[config.mk]
export PLATFORM = sky130hd
export DESIGN_NAME = hazard_ctrl
export DESIGN_NICKNAME = d
export VERILOG_FILES = /design/src/rtl/hazard_ctrl.sv
export SDC_FILE = /design/constraint.sdc
export NUM_CORES = 1
export LEC_CHECK = 0
export ABC_CLOCK_PERIOD_IN_PS = 13500
export CAP_MARGIN = 20
export CORE_AREA = 2 2 114 116
export CTS_BUF_LIST = sky130_fd_sc_hd__clkbuf_16
export CTS_CLUSTER_DIAMETER = 120
export DETAILED_ROUTE_END_ITERATION = 6
export DIE_AREA = 0 0 116 118
export DONT_BUFFER_PORTS = 1
export PLACE_DENSITY_LB_ADDON = 0.3
export SLEW_MARGIN = 5
export SYNTH_ARGS = -nofsm -noshare
export SYNTH_HDL_FRONTEND = slang
export SYNTH_SLANG_ARGS = --single-unit
export TNS_END_PERCENT = 5
[constraint.sdc]
create_clock -name Clk -period 13.5 [get_ports Clk]
set_input_delay 4.05 -clock Clk [delete_from_list [all_inputs] [get_ports Clk]]
set_output_delay 4.05 -clock Clk [all_outputs]
set_load 0.01 [all_outputs]
[src/rtl/hazard_ctrl.sv]
// Decode-stage hazard controller: operand forwarding selects, load-use and
// long-op stalls, a single-entry long-latency scoreboard and a saturating
// stall-cycle counter.
module hazard_ctrl #(
    parameter int unsigned LONG_LAT = 4,
    parameter int unsigned CNT_W    = 16
) (
    input  logic             Clk,
    input  logic             Reset,
    input  logic             IdValid,
    input  logic [4:0]       IdRs,
    input  logic [4:0]       IdRt,
    input  logic             IdUseRs,
    input  logic             IdUseRt,
    input  logic [4:0]       IdRd,
    input  logic             IdWb,
    input  logic             IdLong,
    input  logic             Flush,
    input  logic [31:0]      ExRdMask,
    input  logic [31:0]      MemRdMask,
    input  logic [31:0]      WbRdMask,
    input  logic             ExIsLoad,
    output logic [1:0]       FwdA,
    output logic [1:0]       FwdB,
    output logic             Stall,
    output logic             LongWbEn,
    output logic [4:0]       LongWbRd,
    output logic [31:0]      PendMask,
    output logic [CNT_W-1:0] StallCnt
);

    typedef enum logic {
        IDLE = 1'b0,
        BUSY = 1'b1
    } state_t;

    state_t      state, stateNext;
    logic [3:0]  cnt, cntNext;
    logic [4:0]  longRd, longRdNext;
    logic [31:0] pendMask, pendMaskNext;
    logic [CNT_W-1:0] stallCnt;

    logic [31:0] srcA, srcB, srcAny;
    logic        loadUse, pendHit, wawHit, structHit;
    logic        stallInt, issue, strobe;

    // EX hit on a load cannot forward (data not ready); it yields RF select
    // and the stall logic holds the instruction instead.
    function automatic logic [1:0] fwdSel(
        input logic [31:0] src,
        input logic [31:0] ex,
        input logic [31:0] mem,
        input logic [31:0] wb,
        input logic        exLoad
    );
        logic [1:0] sel;
        sel = 2'd0;
        if ((src & ex) != '0) begin
            sel = exLoad ? 2'd0 : 2'd1;
        end else if ((src & mem) != '0) begin
            sel = 2'd2;
        end else if ((src & wb) != '0) begin
            sel = 2'd3;
        end
        return sel;
    endfunction

    // One-hot source masks; register 0 never participates.
    always_comb begin
        srcA = '0;
        srcB = '0;
        if (IdValid && IdUseRs && (IdRs != 5'd0)) begin
            srcA = 32'd1 << IdRs;
        end
        if (IdValid && IdUseRt && (IdRt != 5'd0)) begin
            srcB = 32'd1 << IdRt;
        end
        srcAny = srcA | srcB;
    end

    // Forward selects, forced to RF while in reset.
    always_comb begin
        FwdA = 2'd0;
        FwdB = 2'd0;
        if (!Reset) begin
            FwdA = fwdSel(srcA, ExRdMask, MemRdMask, WbRdMask, ExIsLoad);
            FwdB = fwdSel(srcB, ExRdMask, MemRdMask, WbRdMask, ExIsLoad);
        end
    end

    // Hazard detection and the resulting stall / issue decisions.
    always_comb begin
        loadUse   = ExIsLoad && ((srcAny & ExRdMask) != '0);
        pendHit   = (srcAny & pendMask) != '0;
        wawHit    = IdWb && (IdRd != 5'd0) && pendMask[IdRd];
        structHit = IdLong && (state != IDLE);
        stallInt  = !Reset && !Flush && IdValid &&
                    (loadUse || pendHit || wawHit || structHit);
        issue     = (state == IDLE) && IdValid && IdLong && !stallInt && !Flush;
        strobe    = (state == BUSY) && (cnt == 4'd0);
    end

    // Long-op FSM next state: load on issue, count down, release on strobe.
    always_comb begin
        stateNext    = state;
        cntNext      = cnt;
        longRdNext   = longRd;
        pendMaskNext = pendMask;
        case (state)
            IDLE: begin
                if (issue) begin
                    stateNext    = BUSY;
                    cntNext      = 4'(LONG_LAT - 1);
                    longRdNext   = IdRd;
                    pendMaskNext = (IdRd != 5'd0) ? (32'd1 << IdRd) : '0;
                end
            end
            BUSY: begin
                if (cnt == 4'd0) begin
                    stateNext    = IDLE;
                    pendMaskNext = '0;
                end else begin
                    cntNext = cnt - 4'd1;
                end
            end
            default: begin
                stateNext    = IDLE;
                cntNext      = '0;
                pendMaskNext = '0;
            end
        endcase
    end

    // Long-op FSM state register.
    always_ff @(posedge Clk) begin
        if (Reset) begin
            state    <= IDLE;
            cnt      <= '0;
            longRd   <= '0;
            pendMask <= '0;
        end else begin
            state    <= stateNext;
            cnt      <= cntNext;
            longRd   <= longRdNext;
            pendMask <= pendMaskNext;
        end
    end

    // Saturating count of stalled cycles.
    always_ff @(posedge Clk) begin
        if (Reset) begin
            stallCnt <= '0;
        end else if (stallInt && (stallCnt != '1)) begin
            stallCnt <= stallCnt + CNT_W'(1);
        end
    end

    // Output drive; the strobe is suppressed in reset so a dropped op never pulses.
    always_comb begin
        Stall    = stallInt;
        LongWbEn = strobe && !Reset;
        LongWbRd = (strobe && !Reset) ? longRd : '0;
        PendMask = pendMask;
        StallCnt = stallCnt;
    end

endmodule
=== Word-level counts from Yosys, hierarchy flattened ===
Cells that the tools add are included.

* Equality and inequality tests: 4
* Muxes and demuxes: 24
* $add $sub $neg: 2
* Reduce and logical (&&, ||, !) cells: 39
* $lt $le $gt $ge: 1
* Bitwise operators: 10
* Shift-type cells: 3

{| class="wikitable"
|+ Operator list
! cell !! number
|-
| $and A32 B32 Y32 || 8
|-
| $reduce_bool A32 Y1 || 8
|-
| $mux W32 || 5
|-
| $shl A1 B5 Y32 const A || 3
|-
| $pmux W32 S2 || 1
|-
| $or A32 B32 Y32 || 1
|-
| $logic_and A1 B1 Y1 || 18
|-
| $add A16 B1 Y16 const B || 1
|-
| $mux W2 || 8
|-
| $ne A16 B16 Y1 const B || 1
|-
| $reduce_bool A5 Y1 || 3
|-
| $mux W4 || 2
|-
| $pmux W4 S2 || 1
|-
| $lt A5 B6 Y1 const B || 1
|-
| $reduce_and A2 Y1 || 3
|-
| $bmux W1 S5 || 1
|-
| $mux W5 || 1
|-
| $logic_not A4 Y1 || 1
|-
| $mux W1 || 4
|-
| $ne A2 B2 Y1 const B || 2
|-
| $sub A4 B1 Y4 const B || 1
|-
| $logic_not A1 Y1 || 3
|-
| $logic_or A1 B1 Y1 || 3
|-
| $ne A2 B1 Y1 const B || 1
|-
| other kinds (2) || 2
|}

* Input port bits: 120
* Flip-flop bits (word level): 58
* Logic and storage cells: 88

=== Logic depth before layout (Yosys ltp) ===
* Word-level depth: 16
* Gate-level depth with buffers: 14

=== Worst setup path after synthesis ===
OpenSTA, ideal clock, no wires.

* Kind: input-to-output
* Start point: in IdRt[2]
* End point: out FwdB[0]
* Cell stages on the path: 12
* Required time: 9.450 ns
* Arrival time: 6.230 ns
* Buffers on the path: 3
* Slack: 3.220 ns
* Path through: buf_2 buf_6 buf_2 mux2_2 a221oi_1 a21oi_1 a21oi_1 nor2_1 or4b_1 nor2b_1 a21oi_1 nor2_1

* Longest elaborated chain between the ends: 9
* Elaborated cells on any way between the ends: 14
* Those cells by class: shift: 1; mux: 5; bitwise: 3; reduce/logical: 5

{| class="wikitable"
|+ Ends and longest elaborated chain
! what !! RTL line !! text
|-
| from (decl) || 12 || <nowiki>input logic [4:0] IdRt,</nowiki>
|-
| $reduce_bool A5 Y1 || 75 || <nowiki>if (IdValid && IdUseRt && (IdRt != 5'd0)) begin</nowiki>
|-
| $logic_and A1 B1 Y1 || 75 ||
|-
| $mux W32 (*) || 75 ||
|-
| $and A32 B32 Y32 || 62 || <nowiki>end else if ((src & wb) != '0) begin</nowiki>
|-
| $reduce_bool A32 Y1 || 62 ||
|-
| $mux W2 || 62 ||
|-
| $mux W2 || 60 || <nowiki>end else if ((src & mem) != '0) begin</nowiki>
|-
| $mux W2 (*) || 58 || <nowiki>if ((src & ex) != '0) begin</nowiki>
|-
| $mux W2 (*) || 85 || <nowiki>if (!Reset) begin</nowiki>
|-
| to (decl) || 24 || <nowiki>output logic [1:0] FwdB,</nowiki>
|}

Every way passes the cells marked *; elsewhere a longest branch is shown, timed or not.

=== Worst setup path after layout ===
* Start point: in IdUseRt
* End point: out Stall

* Longest elaborated chain between the ends: 11
* Elaborated cells on any way between the ends: 13
* Those cells by class: mux: 1; bitwise: 3; reduce/logical: 9

{| class="wikitable"
|+ Ends and longest elaborated chain
! what !! RTL line !! text
|-
| from (decl) || 14 || <nowiki>input logic IdUseRt,</nowiki>
|-
| $logic_and A1 B1 Y1 (*) (2 in a row) || 75 ||
|-
| $mux W32 (*) || 75 ||
|-
| $or A32 B32 Y32 (*) || 78 || <nowiki>srcAny = srcA | srcB;</nowiki>
|-
| $and A32 B32 Y32 || 93 || <nowiki>loadUse = ExIsLoad && ((srcAny & ExRdMask) != '0);</nowiki>
|-
| $reduce_bool A32 Y1 || 93 ||
|-
| $logic_and A1 B1 Y1 || 93 ||
|-
| $logic_or A1 B1 Y1 (*) (3 in a row) || 98 || <nowiki>(loadUse || pendHit || wawHit || structHit);</nowiki>
|-
| $logic_and A1 B1 Y1 (*) || 97 || <nowiki>stallInt = !Reset && !Flush && IdValid &&</nowiki>
|-
| to (decl) || 25 || <nowiki>output logic Stall,</nowiki>
|}

Marked as above.

==> results.json <==
{
  "p_leak_nw": 2.03,
  "drc": 0,
  "antenna_left": 0,
  "ys_seq_area_frac": 0.213,
  "synth_top_area_frac": 0.213,
  "netlist.top_cell.by_area": "dfxtp_1",
  "setup_slack_ps": 2730,
  "worst_pin_slew_ps": 864,
  "portBuffers": 0,
  "grt_usage": 0.288,
  "clock_skew_ps": 5.65,
  "root_buffer": "clkbuf_16",
  "p_int_mw": 0.325,
  "critical_path_arrival_ps": 6720,
  "cp.required_ps": 9450,
  "pin_count": 179,
  "rsz0062_at_grt": "false",
  "p_switching_mw": 0.117,
  "power_density_mw_per_mm2": 78.1,
  "path_class": "primary input to primary output",
  "clk-insertion-delay-late_ps": 330,
  "timing.final.setup_violations": 0,
  "crit_fanout": 27,
  "grt_start_max_net_pins": 41,
  "avgSynthCellArea_um2": 7.79,
  "core_mm2": 0.0124,
  "max_freq_ghz": 0.0929,
  "hold_viol_final": 0,
  "finalPower_mw": 0.442,
  "cts_sinks": 58,
  "fin_area_mm2": 0.00566,
  "n_antenna_cell": 0,
  "cts_made_buffers": 9,
  "path_cells": "nand4b_1, o22ai_1, o2bb2ai_1, nor4_1, a31oi_2, o21ai_4, inv_2",
  "clockBufferDepth": 2,
  "period_share": 0.798,
  "end_kind": "primary output",
  "grt_pass1_wl_um": 31000,
  "worst_hold_slack_ps": 456,
  "synth_cell_types": 75,
  "combinationalPowerShare": 0.161,
  "vias_per_cell": 6.89,
  "worst_setup_path_start_kind": "primary input",
  "slew_headroom": 0.422,
  "ys_ff_latch": 58,
  "gr-total-overflow": 0,
  "hp-class": "register to register",
  "drive_gt1_frac": 0.0837,
  "status": "completed",
  "cts.reportedPaths.clkPinSlew_ps": 50,
  "post-route-min-period_ps": 10770,
  "wl_per_cell_um": 24.6,
  "place_hpwl_um": 15500,
  "cts_tree": "done",
  "yosysWarnings": 0,
  "grt_pass1_vias": 5508,
  "wl_met1_um": 7870,
  "path_delay_family": "compound AO/OA/AOI/OAI gates",
  "fin_nets": 787,
  "slew_viol_final": 0,
  "rows": 41,
  "setup_tns_ps": 0,
  "max_stage_delay_ps": 700,
  "area_growth_pct": 3.57,
  "peakVddDrop_mv": 0.0853,
  "synth_fp_nets": 824,
  "dr_wl_met3_um": 2590,
  "placed_area_mm2": 0.00540,
  "cts_resized": 0,
  "antenna_found_initial": 0,
  "syn_inst": 701,
  "postCtsSetupRepairBufs": 0,
  "highest_layer": "met4",
  "placed_cells": 824,
  "cts_hold_buf": 0,
  "wl_met2_um": 9600,
  "start_util": 0.440,
  "fin_util": 0.456,
  "dieWidth_um": 116,
  "p_sw_frac": 0.266,
  "gp_congestion": 0.921,
  "preCtsSetupSlack_ps": 2780,
  "dr.first_iter.drc_count": 661,
  "final_cells": 841,
  "seqPwrFrac": 0.396,
  "synth_edf_count": 0,
  "synth_area_mm2": 0.00546,
  "routed_wl_um": 20700,
  "critPathBufInv": 1,
  "die-area_mm2": 0.0137,
  "slowest_stage": "nor4_1",
  "synth_flop_cell": "dfxtp_1",
  "firstDrtPassIters": 5,
  "pwr-share-clk": 0.442,
  "ys_async_sr_fraction": 0,
  "cts_htree_levels": 3,
  "cap_violations": 0,
  "die_height_um": 118,
  "yosys-top-cells-area": "dfxtp_1, mux2i_1, a22oi_1",
  "num_vias": 5797
}
-- final timing paths --
check        depth (start not counted)  slack [ps]        end          from
max                                  7        2730      Stall       IdUseRt
min                                  2         460  longRd[3]     longRd[3]
max reg2reg                          9        9970     cnt[1]  PendMask[11]
min reg2reg                          2         460  longRd[3]     longRd[3]
-- cell families after synthesis --
family,synth area share
buffers and inverters,0.0689
and+or+nand+nor,0.281
xor gates and xnor gates,0.00160
AOI/OAI and AO/OA,0.262
adders and majority gates,0.00687
DFF,0.213
muxes,0.167
-- metal layers --
| layer | vias up | global-route usage |
|---|---|---|
| met5 | - | 0 |
| met4 | 0 | 0.115 |
| met3 | 47 | 0.0958 |
| met2 | 356 | 0.461 |
| met1 | 2762 | 0.354 |
| li1 | 2632 | - |
-- synthesized netlist by cell type (5+ instances only) --
cell type,instances
and3_1,9
buf_2,22
a22o_1,5
a32oi_1,6
nor4_1,5
o22ai_1,38
mux4_2,8
nor2b_1,22
nor2_1,53
a222oi_1,7
a22oi_1,41
nor3b_1,5
nand2_1,78
buf_6,9
a211oi_1,6
a31oi_1,13
and2_1,11
o21ai_0,14
a221oi_1,7
nand4b_1,6
inv_1,13
or3_1,6
nor3_1,11
nand2b_1,5
mux2i_1,55
nand4_1,16
a21oi_1,25
or4_1,5
clkbuf_1,17
nand3_1,33
dfxtp_1,58
o31ai_1,7
nand3b_1,7
mux2_2,16
-- layout make-up --
class | instances | area (µm²)
repair buffers | 6 | 45.0
well taps | 172 | 215
fillers | 1270 | 6760
inverters | 15 | 56.3
flip-flops and latches | 58 | 1160
clock buffers | 9 | 225
multi-input cells | 574 | 3930
clock inverters | 7 | 30.0
-- state kept, by name, summed over array words and instances, names as in the netlist --
register and count:
state 1, PendMask 32, cnt 4, StallCnt 16, longRd 5
-- power by group through the flow --
stage / Clock [mW] / Sequential (mW) / Combinational, mW
detailed placement: 0 / 0.178 / 0.0694
global placement: 0 / 0.178 / 0.0682
floorplan: 0 / 0.178 / 0.0701
global route: 0.207 / 0.175 / 0.0769
CTS: 0.199 / 0.175 / 0.0697
finish: 0.196 / 0.175 / 0.0714
-- placed cells by master, fill, tap and decap left out, types with 7 or more instances in the layout --
cell type and count:
a21oi_1 25, a221oi_1 7, a222oi_1 7, a22oi_1 41
a31oi_1 13, and2_1 11, and3_1 9, clkbuf_16 9
dfxtp_1 58, inv_1 16, mux2_2 16, mux2i_1 55
mux4_2 8, nand2_1 78, nand3_1 33, nand3b_1 7
nand4_1 16, nor2_1 53, nor2b_1 22, nor3_1 11
o21ai_0 14, o22ai_1 38, o31ai_1 7
-- tightest hold or removal path, delay by kind of cell, from the launching register on --
kind             cells  cell delay (ps)
DFF                  1              300
muxes                1               50
and+or+nand+nor      1               50
Note: power is estimated with default switching activity, not from simulation.
